[config.mk]
export PLATFORM = sky130hd
export DESIGN_NAME = glove_tracker
export DESIGN_NICKNAME = d
export VERILOG_FILES = /design/src/rtl/glove_tracker.sv
export SDC_FILE = /design/constraint.sdc
export NUM_CORES = 1
export LEC_CHECK = 0
export CORE_MARGIN = 1.5
export CORE_UTILIZATION = 45
export CTS_BUF_LIST = sky130_fd_sc_hd__clkbuf_4
export DETAILED_ROUTE_END_ITERATION = 16
export GPL_TIMING_DRIVEN = 0
export PLACE_DENSITY = 0.61
export SLEW_MARGIN = 30
export SYNTH_ARGS = -nofsm -noshare
export SYNTH_HDL_FRONTEND = slang
export SYNTH_SLANG_ARGS = --single-unit
[constraint.sdc]
create_clock -name clk -period 24.7 [get_ports clk]
set_clock_uncertainty 0.15 [all_clocks]
set_input_delay 6.175 -clock clk [delete_from_list [all_inputs] [get_ports clk]]
set_output_delay 6.175 -clock clk [all_outputs]
set_load 0.02 [all_outputs]
[src/rtl/glove_tracker.sv]
// Per-glove conditioning: range-gated 4-sample position average, track timeout,
// closed-flag debounce and post-throw catch lockout.
module glove_tracker #(
   parameter logic [1:0]  GLOVE_ID        = 2'd1,
   parameter logic [15:0] MAX_MM          = 16'd9000,
   parameter int          DEBOUNCE_CYCLES = 270000,
   parameter int          COOLDOWN_CYCLES = 13500000,
   parameter int          TIMEOUT_CYCLES  = 2700000
) (
   input  logic        clk,
   input  logic        reset,
   input  logic [15:0] raw_x,
   input  logic [15:0] raw_y,
   input  logic        raw_valid,
   input  logic        raw_closed,
   input  logic [1:0]  ball_state,
   output logic [15:0] glove_x,
   output logic [15:0] glove_y,
   output logic        pos_valid,
   output logic        glove_closed,
   output logic        can_catch,
   output logic        track_lost
);

   localparam int DW = $clog2(DEBOUNCE_CYCLES + 1);
   localparam int CW = $clog2(COOLDOWN_CYCLES + 1);
   localparam int TW = $clog2(TIMEOUT_CYCLES + 1);
   localparam logic [DW-1:0] DEB_MAX  = DW'(DEBOUNCE_CYCLES);
   localparam logic [CW-1:0] COOL_LD  = CW'(COOLDOWN_CYCLES - 1);
   localparam logic [TW-1:0] TMO_LAST = TW'(TIMEOUT_CYCLES - 1);
   localparam logic [TW-1:0] TMO_MAX  = TW'(TIMEOUT_CYCLES);

   typedef enum logic {READY, COOLDOWN} state_t;

   logic [3:0][15:0] r_bx, r_by;
   logic [17:0]      r_sx, r_sy;
   logic             r_upd;
   logic [TW-1:0]    r_tcnt;
   logic             r_s1, r_s2;
   logic [DW-1:0]    r_dcnt;
   logic [1:0]       r_prev_state;
   state_t           r_state, w_state_nx;
   logic [CW-1:0]    r_ccnt, w_ccnt_nx;
   logic             w_accept, w_release;

   assign w_accept  = raw_valid && (raw_x <= MAX_MM) && (raw_y <= MAX_MM);
   assign w_release = (r_prev_state == GLOVE_ID) && (ball_state == 2'd0);

   // A sample arriving while tracking is lost refills the whole window so the
   // average jumps straight to the new position instead of ramping from stale data.
   always_ff @(posedge clk or posedge reset) begin
      if (reset) begin
         r_bx <= '0;
         r_by <= '0;
         r_sx <= '0;
         r_sy <= '0;
      end else if (w_accept) begin
         if (track_lost) begin
            r_bx <= {4{raw_x}};
            r_by <= {4{raw_y}};
            r_sx <= {raw_x, 2'b00};
            r_sy <= {raw_y, 2'b00};
         end else begin
            r_sx <= r_sx + {2'b00, raw_x} - {2'b00, r_bx[3]};
            r_sy <= r_sy + {2'b00, raw_y} - {2'b00, r_by[3]};
            r_bx <= {r_bx[2:0], raw_x};
            r_by <= {r_by[2:0], raw_y};
         end
      end
   end

   always_ff @(posedge clk or posedge reset) begin
      if (reset) begin
         r_upd     <= 1'b0;
         pos_valid <= 1'b0;
         glove_x   <= '0;
         glove_y   <= '0;
      end else begin
         r_upd     <= w_accept;
         pos_valid <= r_upd;
         if (r_upd) begin
            glove_x <= r_sx[17:2];
            glove_y <= r_sy[17:2];
         end
      end
   end

   always_ff @(posedge clk or posedge reset) begin
      if (reset) begin
         r_tcnt     <= '0;
         track_lost <= 1'b1;
      end else if (w_accept) begin
         r_tcnt     <= '0;
         track_lost <= 1'b0;
      end else begin
         if (r_tcnt == TMO_LAST) track_lost <= 1'b1;
         if (r_tcnt != TMO_MAX)  r_tcnt     <= r_tcnt + 1'b1;
      end
   end

   always_ff @(posedge clk or posedge reset) begin
      if (reset) begin
         r_s1         <= 1'b0;
         r_s2         <= 1'b0;
         r_dcnt       <= '0;
         glove_closed <= 1'b0;
      end else begin
         r_s1 <= raw_closed;
         r_s2 <= r_s1;
         if (r_s2 == glove_closed) begin
            r_dcnt <= '0;
         end else if (r_dcnt == DEB_MAX) begin
            glove_closed <= ~glove_closed;
            r_dcnt       <= '0;
         end else begin
            r_dcnt <= r_dcnt + 1'b1;
         end
      end
   end

   always_ff @(posedge clk or posedge reset) begin
      if (reset) begin
         r_prev_state <= 2'd0;
         r_state      <= READY;
         r_ccnt       <= '0;
         can_catch    <= 1'b0;
      end else begin
         r_prev_state <= ball_state;
         r_state      <= w_state_nx;
         r_ccnt       <= w_ccnt_nx;
         can_catch    <= (r_state == READY) && !track_lost;
      end
   end

   always_comb begin
      w_state_nx = r_state;
      w_ccnt_nx  = r_ccnt;
      case (r_state)
         READY: begin
            if (w_release) begin
               w_state_nx = COOLDOWN;
               w_ccnt_nx  = COOL_LD;
            end
         end
         COOLDOWN: begin
            if (w_release)            w_ccnt_nx  = COOL_LD;
            else if (r_ccnt == '0)    w_state_nx = READY;
            else                      w_ccnt_nx  = r_ccnt - 1'b1;
         end
         default: w_state_nx = READY;
      endcase
   end

endmodule

==> results of run 1 <==
## synth_stat cells, types with 3 or more instances
cell,number,share of area
nor3b_1,3,0.0016
a211oi_1,17,0.0090
ha_1,41,0.036
o311ai_0,3,0.0019
dfrtp_1,270,0.48
clkbuf_1,55,0.015
a21boi_0,4,0.0021
nand2_1,211,0.056
buf_1,7,0.0019
nor3_1,13,0.0046
a21oi_1,54,0.019
nand2b_1,4,0.0018
o31a_1,3,0.0019
fa_1,32,0.045
xnor2_1,36,0.022
and3_1,11,0.0049
nand3_1,33,0.012
or3_2,3,0.0016
a31oi_1,16,0.0071
mux2i_1,77,0.054
or4_1,5,0.0026
xor2_1,38,0.023
nor4b_1,5,0.0031
inv_1,152,0.040
or3_1,10,0.0044
nand4_1,12,0.0053
o21bai_1,5,0.0026
o21a_1,5,0.0026
nor4_1,9,0.0040
o21ai_0,146,0.051
or2_2,5,0.0022
and2_1,5,0.0022
o31ai_1,4,0.0021
a21o_1,4,0.0021
nor2_1,95,0.025
mux2_2,33,0.026
o211ai_1,5,0.0026
## final cells by class
type	count	share of cell area
multi-input combinational	979	0.4027
buffer	64	0.01490
tap	396	0.03026
antenna	3	0.0004584
sequential	271	0.4142
inverter	153	0.03553
clock inverter	11	0.004126
clock buffer	105	0.04814
timing repair buffer	76	0.04966
## power groups by stage
stage	Sequential, mW	Combinational, mW	Clock [mW]
floorplan	0.570	0.354	0
global placement	0.569	0.481	0
detailed placement	0.570	0.490	0
CTS	0.563	0.495	0.401
global route	0.573	0.561	0.426
finish	0.563	0.497	0.389
## per-stage QoR
step | utilization | total power [mW] | area, um2 | hold slack, ns
finish | 0.5312 | 1.449 | 16380 | 0.2039
CTS | 0.5309 | 1.458 | 16370 | 0.1953
global placement | 0.5000 | 1.050 | 15410 | 0.1829
global route | 0.5312 | 1.559 | 16380 | 0.2174
detailed placement | 0.5031 | 1.060 | 15510 | 0.1912
floorplan | - | 0.9245 | 14190 | 0.1812
## worst max-delay path: cells and delay by family
kind	cells	cell delay (ns)
compound gates	7	1.89
xor+xnor	1	0.16
buf+inv	3	0.87
fa+ha+maj	2	1.01
## flip-flops by register name (all words and copies together), names as in the netlist
name	cells
r_bx	64
r_by	64
r_ccnt	24
r_tcnt	22
r_dcnt	19
r_sx	18
r_sy	18
glove_x	16
glove_y	16
r_prev_state	2
can_catch	1
glove_closed	1
pos_valid	1
r_s1	1
r_s2	1
r_state	1
r_upd	1
track_lost	1
## path summary, 6_finish.rpt
kind                       slack (ns)          to     start
hold reg to reg                  0.20        r_s2      r_s1
setup reg to reg                20.98    r_sy[16]  r_by[49]
max in group asynchronous       17.53     r_bx[7]     reset
setup / recovery                15.06    r_sy[16]  raw_y[1]
min in group asynchronous        5.75  r_tcnt[15]     reset
hold / removal                   0.20        r_s2      r_s1
## kinds of logic (layout without fill, tap and decap cells)
| logic type | after synthesis | after routing | synth area share |
|---|---|---|---|
| simple gates | 436 | 436 | 0.1395 |
| flops | 271 | 271 | 0.4780 |
| xor+xnor | 74 | 74 | 0.04568 |
| fa+ha+maj | 73 | 73 | 0.08130 |
| compound gates | 286 | 286 | 0.1174 |
| other cells | 0 | 3 | 0 |
| mux | 110 | 110 | 0.08051 |
| buf+inv | 217 | 409 | 0.05758 |
## per-layer routing
| layer | share of wire | track usage |
|---|---|---|
| met1 | 0.47 | 0.3275 |
| met2 | 0.45 | 0.3574 |
| met3 | 0.059 | 0.05295 |
| met4 | 0.020 | 0.07563 |
| met5 | 0 | 0 |
==> results.toml, run 1 <==
[outcome]
outcome = "completed"

[global_route]
grt_max_degree = 77
grt.overflow.total = 0
antenna_found_initial = 3
grt_usage = 0.2330
grt_pass1_wl_um = 60040
first_global_vias = 11191

[placed_design]
post-place-ws_ns = 14.42
gp_congestion = 0.8618
portBuffers = 73
place_inst = 1939
place_hpwl_um = 25560

[layout]
nNetsFinal = 1732
area_growth_pct = 15.41
instances_no_fill = 2058
multiInputGateArea_mm2 = 0.006595
final_cell_mix = "dfrtp_1 (270), nand2_1 (211), inv_1 (151)"
drive_gt1_frac = 0.1031
fillers = 2837
seq_area_mm2 = 0.006783
final_common_cell = "dfrtp_1"

[synth]
yosysUniqueCellTypes = 62
synth-edff-count = 0
async_reset_ff_frac = 1.000
syn_area_per_cell_um2 = 9.672
synth-seq-cells = 271
syn-cell-area_mm2 = 0.01419
synth_flop_cell = "dfrtp_1"
yosysSeqAreaShare = 0.4780
synth_cells = 1467
synthesis.nets = 1578
synth_warnings = 0

[job]
maxCapViolCount = 0

[critical_path]
critical_path_required_ns = 25.16
path_max_fanout = 6
path_cells = "clkdlybuf4s50_1 > inv_1 > fa_1 > inv_1 > fa_1 > a21o_1 > a21oi_1 > o211ai_1 > a41o_1 > o41ai_1 > o21ai_0 > xnor2_1 > o31ai_1"
crit_slowest_cell = "clkdlybuf4s50_1"
critPathCaptureType = "register"
critPathLaunchType = "input port"
r2r_cells = 11
crit_type = "input port to register"
max_stage_delay_ns = 0.64
cp.arrival_ns = 10.10

[cts]
postCtsSetupRepairBufs = 0
postCtsHoldBufs = 0
numCtsBuffers = 76
insertion_delay_ns = 0.71
cts_resized = 0
clockBufferDepth = 3
root_buffer = "clkbuf_4"
h-tree-depth = 3
cts_sinks = 271
cts_tree = "built"
clkSlewWorstSetupHoldPaths_ns = 0.07

[sta]
tightest_slew_ns = 0.9365
max_clock_freq_mhz = 103.7
period_needed_ns = 9.641
rsz0062_at_grt = "false"
fin_tns_setup_ns = 0
slew_viol_final = 0
setup_ws_ns = 15.06
finalSetupViolations = 0
fin_crit_sh = 0.3903
finalHoldViolCount = 0
slew_headroom = 0.3756

[power_and_ir_drop]
seqPwrFrac = 0.389
leakagePower_nw = 7.725
switching_power_uw = 520.6
vdd_drop_max_v = 0.00003662
power.share.combinational = 0.343
power_density_mw_per_mm2 = 88.46
p_int_uw = 928.0
power_frac_clock = 0.268
switching_share = 0.3594

[floorplan]
fp.dieW_um = 180.6
die_area_mm2 = 0.03260
die_h_um = 180.6
coreArea_mm2 = 0.03083
num_io_pins = 74
rows = 64
start_util = 0.4602

[drt]
drcViolationCount = 0
drt_wl_total_um = 36600
detail_route.vias_per_cell = 5.361
drt_pre_antenna_iters = 5
first_iter_violations = 618
wl_per_cell_um = 17.78
ant_nets = 0
num_vias = 11033

[worst_hold_path]
whs_path_depth = 0
hold_path.class = "register to register"
No activity file was read; power rests on OpenSTA's default activity.
==> inputs of run 2 (changes only) <==
--- a/config.mk
+++ b/config.mk
@@ -10,7 +10,7 @@
 export CTS_BUF_LIST = sky130_fd_sc_hd__clkbuf_4
 export DETAILED_ROUTE_END_ITERATION = 16
 export GPL_TIMING_DRIVEN = 0
-export PLACE_DENSITY = 0.61
+export PLACE_DENSITY = 0.63
 export SLEW_MARGIN = 30
 export SYNTH_ARGS = -nofsm -noshare
 export SYNTH_HDL_FRONTEND = slang
==> constraint.sdc (replaced) <==
create_clock -name clk -period 7.7 [get_ports clk]
set_clock_uncertainty 0.15 [all_clocks]
set_input_delay 1.925 -clock clk [delete_from_list [all_inputs] [get_ports clk]]
set_output_delay 1.925 -clock clk [all_outputs]
set_load 0.02 [all_outputs]
==> run 2 against run 1 <==
  * First-iteration DRC count increased by 5.0%
  * Worst setup slack got worse by 13 ns
  * Final cell count increased by 1.3%
  * Wire length increased by 0.98%
  * Clock power increased to 3.6 times the previous value
  * Total power increased to 3.3 times the previous value
  * Non-clock buffer count increased by 8
  * Largest power group unchanged
==> results.toml, run 2 (synthesis results as in run 1) <==
[global_route]
antenna_found_initial = 1
first_global_vias = 11359
grt.overflow.total = 0
grt_pass1_wl_um = 60490
grt_usage = 0.2351
grt_max_degree = 30

[cts]
root_buffer = "clkbuf_4"
cts_sinks = 271
clockBufferDepth = 3
cts_resized = 0
clkSlewWorstSetupHoldPaths_ns = 0.08
insertion_delay_ns = 0.71
h-tree-depth = 3
numCtsBuffers = 77
cts_tree = "built"
postCtsHoldBufs = 0
postCtsSetupRepairBufs = 0

[floorplan]
fp.dieW_um = 180.6
die_h_um = 180.6
coreArea_mm2 = 0.03083
rows = 64
start_util = 0.4602
die_area_mm2 = 0.03260
num_io_pins = 74

[layout]
nNetsFinal = 1741
final_common_cell = "dfrtp_1"
instances_no_fill = 2085
fillers = 2837
largest_registers = "r_bx x64, r_by x64, r_ccnt x24"
drive_gt1_frac = 0.1102
stdcell_area_mm2 = 0.01669
final_cell_mix = "dfrtp_1 (270), nand2_1 (211), inv_1 (151)"
area_growth_pct = 17.66

[job]
maxCapViolCount = 0

[placed_design]
place_inst = 1947
placed_cell_area_mm2 = 0.01568
place_hpwl_um = 26360
portBuffers = 73
gp_congestion = 0.8895

[critical_path]
r2r_cells = 11
critical_path_required_ns = 8.16
critPathCaptureType = "register"
reg2reg_from = "r_by[49]"
cp.arrival_ns = 5.85
ff2ff_setup_slack_ns = 3.96
regToRegEndpoint = "r_sy[16]"
path_max_fanout = 6
crit_type = "input port to register"
critPathLaunchType = "input port"

[drt]
drt_wl_total_um = 36960
ant_nets = 0
detail_route.vias_per_cell = 5.376
wl_per_cell_um = 17.72
drt_pre_antenna_iters = 6
num_vias = 11209
drcViolationCount = 0
first_iter_violations = 649

[power_and_ir_drop]
switching_power_mw = 1.728
leakagePower_nw = 7.867
switching_share = 0.3593
power.share.combinational = 0.334
vdd_drop_max_v = 0.0001288
power_density_mw_per_mm2 = 288.0
seqPwrFrac = 0.376
power_frac_clock = 0.290
p_int_mw = 3.081

[worst_hold_path]
holdPathEnd = "r_s2"
hold_path.class = "register to register"
min_from = "r_s1"
whs_path_depth = 0

[sta]
tightest_slew_ns = 0.9911
rsz0062_at_grt = "false"
fin_crit_sh = 0.6998
whs_ns = 0.1983
slew_viol_final = 0
finalSetupViolations = 0
slew_headroom = 0.3393
max_clock_freq_mhz = 185.6
fin_tns_setup_ns = 0
period_needed_ns = 5.389
finalHoldViolCount = 0

[outcome]
outcome = "completed"
[run 2: cell types whose count changed in the layout (fill, tap and decap cells not counted), moves of 3 or more]
cell / delta
buf_12: +6
clkinv_1: +13
clkinv_2: +5
inv_2: -3
[run 2: final cells by class]
type                       instances  area, um2  share of cell area
multi-input combinational        979       6595              0.3950
tap                              396      495.5             0.02968
antenna                            1      2.502           0.0001499
clock buffer                     107      803.3             0.04811
sequential                       271       6783              0.4063
inverter                         153      578.1             0.03462
timing repair buffer              84      988.4             0.05921
clock inverter                    30      206.4             0.01237
buffer                            64      242.7             0.01454
[run 2: how the worst max path moves through the flow]
stage	start	to	slack (ns)	cells after the start
after global placement	reset	r_ccnt[20]	-0.07	2
after detailed placement	raw_y[1]	r_sy[16]	1.67	13
after CTS	raw_y[1]	r_sy[16]	2.42	13
final	raw_y[1]	r_sy[16]	2.31	13
after floorplan	reset	can_catch	2.04	1
after global routing	raw_y[1]	r_sy[16]	2.20	13
[run 2: worst max-delay path, stage by stage]
cell and delay (ns):
clkdlybuf4s50_1 0.61, inv_1 0.14, fa_1 0.54, inv_1 0.07, fa_1 0.47, a21o_1 0.20
a21oi_1 0.30, o211ai_1 0.19, a41o_1 0.31, o41ai_1 0.51, o21ai_0 0.23, xnor2_1 0.16
o31ai_1 0.19
[run 2: per-stage QoR]
step	setup WS (ns)	power, mW	util
6_report	2.311	4.808	0.5415
5_1_grt	2.202	5.151	0.5415
4_1_cts	2.423	4.837	0.5414
3_5_place_dp	1.670	3.416	0.5087
3_3_place_gp	-0.06938	3.361	0.5001
2_1_floorplan	2.044	2.966	-
[run 2: power groups by stage]
stage               Combinational [mW]  Sequential, mW  Clock (mW)
floorplan                         1.14            1.83           0
finish                            1.61            1.81        1.39
global route                      1.80            1.84        1.51
CTS                               1.60            1.81        1.43
global placement                  1.53            1.83           0
detailed placement                1.59            1.83           0
[run 2: layer usage]
layer  global-route usage  vias up  wire length (um)
met5                    0        -                 0
met3              0.05497       73              2205
met1               0.3256     5477             17350
li1                     -     5321                 -
met4              0.07664        0               904
met2               0.3650      338             16500
==> inputs of run 3 (changes only) <==
==> constraint.sdc (replaced) <==
create_clock -name clk -period 4.65 [get_ports clk]
set_clock_uncertainty 0.15 [all_clocks]
set_input_delay 1.1625 -clock clk [delete_from_list [all_inputs] [get_ports clk]]
set_output_delay 1.1625 -clock clk [all_outputs]
set_load 0.02 [all_outputs]
==> run 3 against run 2 <==
  * Combinational power increased by 66%
  * Worst hold slack about the same
  * Total power increased by 66%
  * Critical path type unchanged
==> results.toml, run 3 (synthesis results as in run 1) <==
[outcome]
outcome = "completed"

[layout]
final_util = 0.5418
area_growth_pct = 17.72
fillers = 2834
stdcell_area_mm2 = 0.01670
nNetsFinal = 1741
largest_registers = "r_bx x64, r_by x64, r_ccnt x24"
final_common_cell = "dfrtp_1"
final_cell_mix = "dfrtp_1 (270), nand2_1 (211), inv_1 (151)"
drive_gt1_frac = 0.1108

[cts]
numCtsBuffers = 77
insertion_delay_ns = 0.71
postCtsSetupRepairBufs = 0
clockBufferDepth = 3
cts_sinks = 271
h-tree-depth = 3
root_buffer = "clkbuf_4"
cts_tree = "built"
clkSlewWorstSetupHoldPaths_ns = 0.07

[floorplan]
coreArea_mm2 = 0.03083
fp.dieW_um = 180.6
num_io_pins = 74
start_util = 0.4602
rows = 64
die_h_um = 180.6
die_area_mm2 = 0.03260

[critical_path]
cp.arrival_ns = 4.89
critPathTopFamily = "compound AO/OA/AOI/OAI gates"
path_cells = "clkdlybuf4s50_1 > inv_1 > fa_1 > inv_1 > fa_1 > a21o_1 > a21oi_1 > o211ai_1 > a41o_1 > o41ai_2 > o21ai_0 > xnor2_1 > o31ai_1"
cp_num_buf_inv = 3
max_stage_delay_ns = 0.61
critPathCaptureType = "register"
path_max_fanout = 6
critPathLaunchType = "input port"
crit_slowest_cell = "clkdlybuf4s50_1"
crit_cells = 13
crit_type = "input port to register"
r2r_cells = 11
critical_path_required_ns = 5.11

[drt]
wl_per_cell_um = 17.73
drt_pre_antenna_iters = 5
detail_route.vias_per_cell = 5.380
drcViolationCount = 0
ant_nets = 0
first_iter_violations = 655
drt_wl_total_um = 36960
num_vias = 11217

[power_and_ir_drop]
p_int_mw = 5.107
power_frac_clock = 0.289
power_density_mw_per_mm2 = 477.5
switching_share = 0.3597
seqPwrFrac = 0.375
power_mw = 7.975
vdd_drop_max_v = 0.0002137
switching_power_mw = 2.868
leakagePower_nw = 7.871
power.share.combinational = 0.336

[sta]
rsz0062_at_grt = "false"
slew_headroom = 0.3254
fin_tns_setup_ns = 0
whs_ns = 0.1983
finalSetupViolations = 0
period_needed_ns = 4.438
max_clock_freq_mhz = 225.3
finalHoldViolCount = 0
fin_crit_sh = 0.9545
slew_viol_final = 0
tightest_slew_ns = 1.012

[global_route]
grt_usage = 0.2351
globalRouteMet3Util = 0.05497
busiest_layer = "met2"
grt_use_met1 = 0.3256
antenna_found_initial = 1
use_met2 = 0.3650
grt_pass1_wl_um = 60490
grt_max_degree = 30
first_global_vias = 11359
grt.overflow.total = 0

[placed_design]
place_hpwl_um = 26360
gp_congestion = 0.8895
portBuffers = 73
placed_cell_area_mm2 = 0.01568

[job]
maxCapViolCount = 0

[worst_hold_path]
whs_path_depth = 0
hold_path.class = "register to register"
## run 3: cell count changes in the layout (fill, tap and decap cells not counted)
cell and change:
o41ai_1 -1, o41ai_2 +1
## run 3: power by group through the flow
stage	clock (mW)	combinational (mW)	sequential, mW
4_1_cts	2.37	2.64	2.99
2_1_floorplan	0	1.88	3.03
6_report	2.31	2.68	2.99
3_3_place_gp	0	2.54	3.02
3_5_place_dp	0	2.63	3.03
5_1_grt	2.50	3.00	3.04
## run 3: area by class of cell
class	instances	area, um2	area share
Clock inverter	30	206.4	0.01236
Clock buffer	107	803.3	0.04809
Multi-Input combinational cell	979	6603	0.3953
Timing Repair Buffer	84	988.4	0.05918
Inverter	153	578.1	0.03461
Antenna cell	1	2.502	0.0001498
Tap cell	396	495.5	0.02967
Buffer	64	242.7	0.01453
Sequential cell	271	6783	0.4061
## run 3: through the flow
step,std cells,setup WS (ns)
floorplan,1467,-0.2431
global placement,1936,-2.357
detailed placement,1947,-0.6177
CTS,2084,0.1350
global route,2085,0.09352
finish,2085,0.2116
## run 3: metal layers
metal | wire (um) | up-vias
li1 | - | 5317
met1 | 17300 | 5488
met2 | 16470 | 342
met3 | 2285 | 70
met4 | 911 | 0
met5 | 0 | -
## run 3: repair_timing
action,CTS,global route
hold buffers,0,0
setup endpoints to repair,0,1
resized for setup,0,1
## run 3: path summary, 6_finish.rpt
path	startpoint	end	slack, ns
max in group asynchronous	reset	r_ccnt[0]	2.48
min in group asynchronous	reset	glove_y[13]	0.74
setup / recovery	raw_y[1]	r_sy[16]	0.21
hold reg to reg	r_s1	r_s2	0.20
setup reg to reg	r_by[49]	r_sy[16]	1.10
hold / removal	r_s1	r_s2	0.20
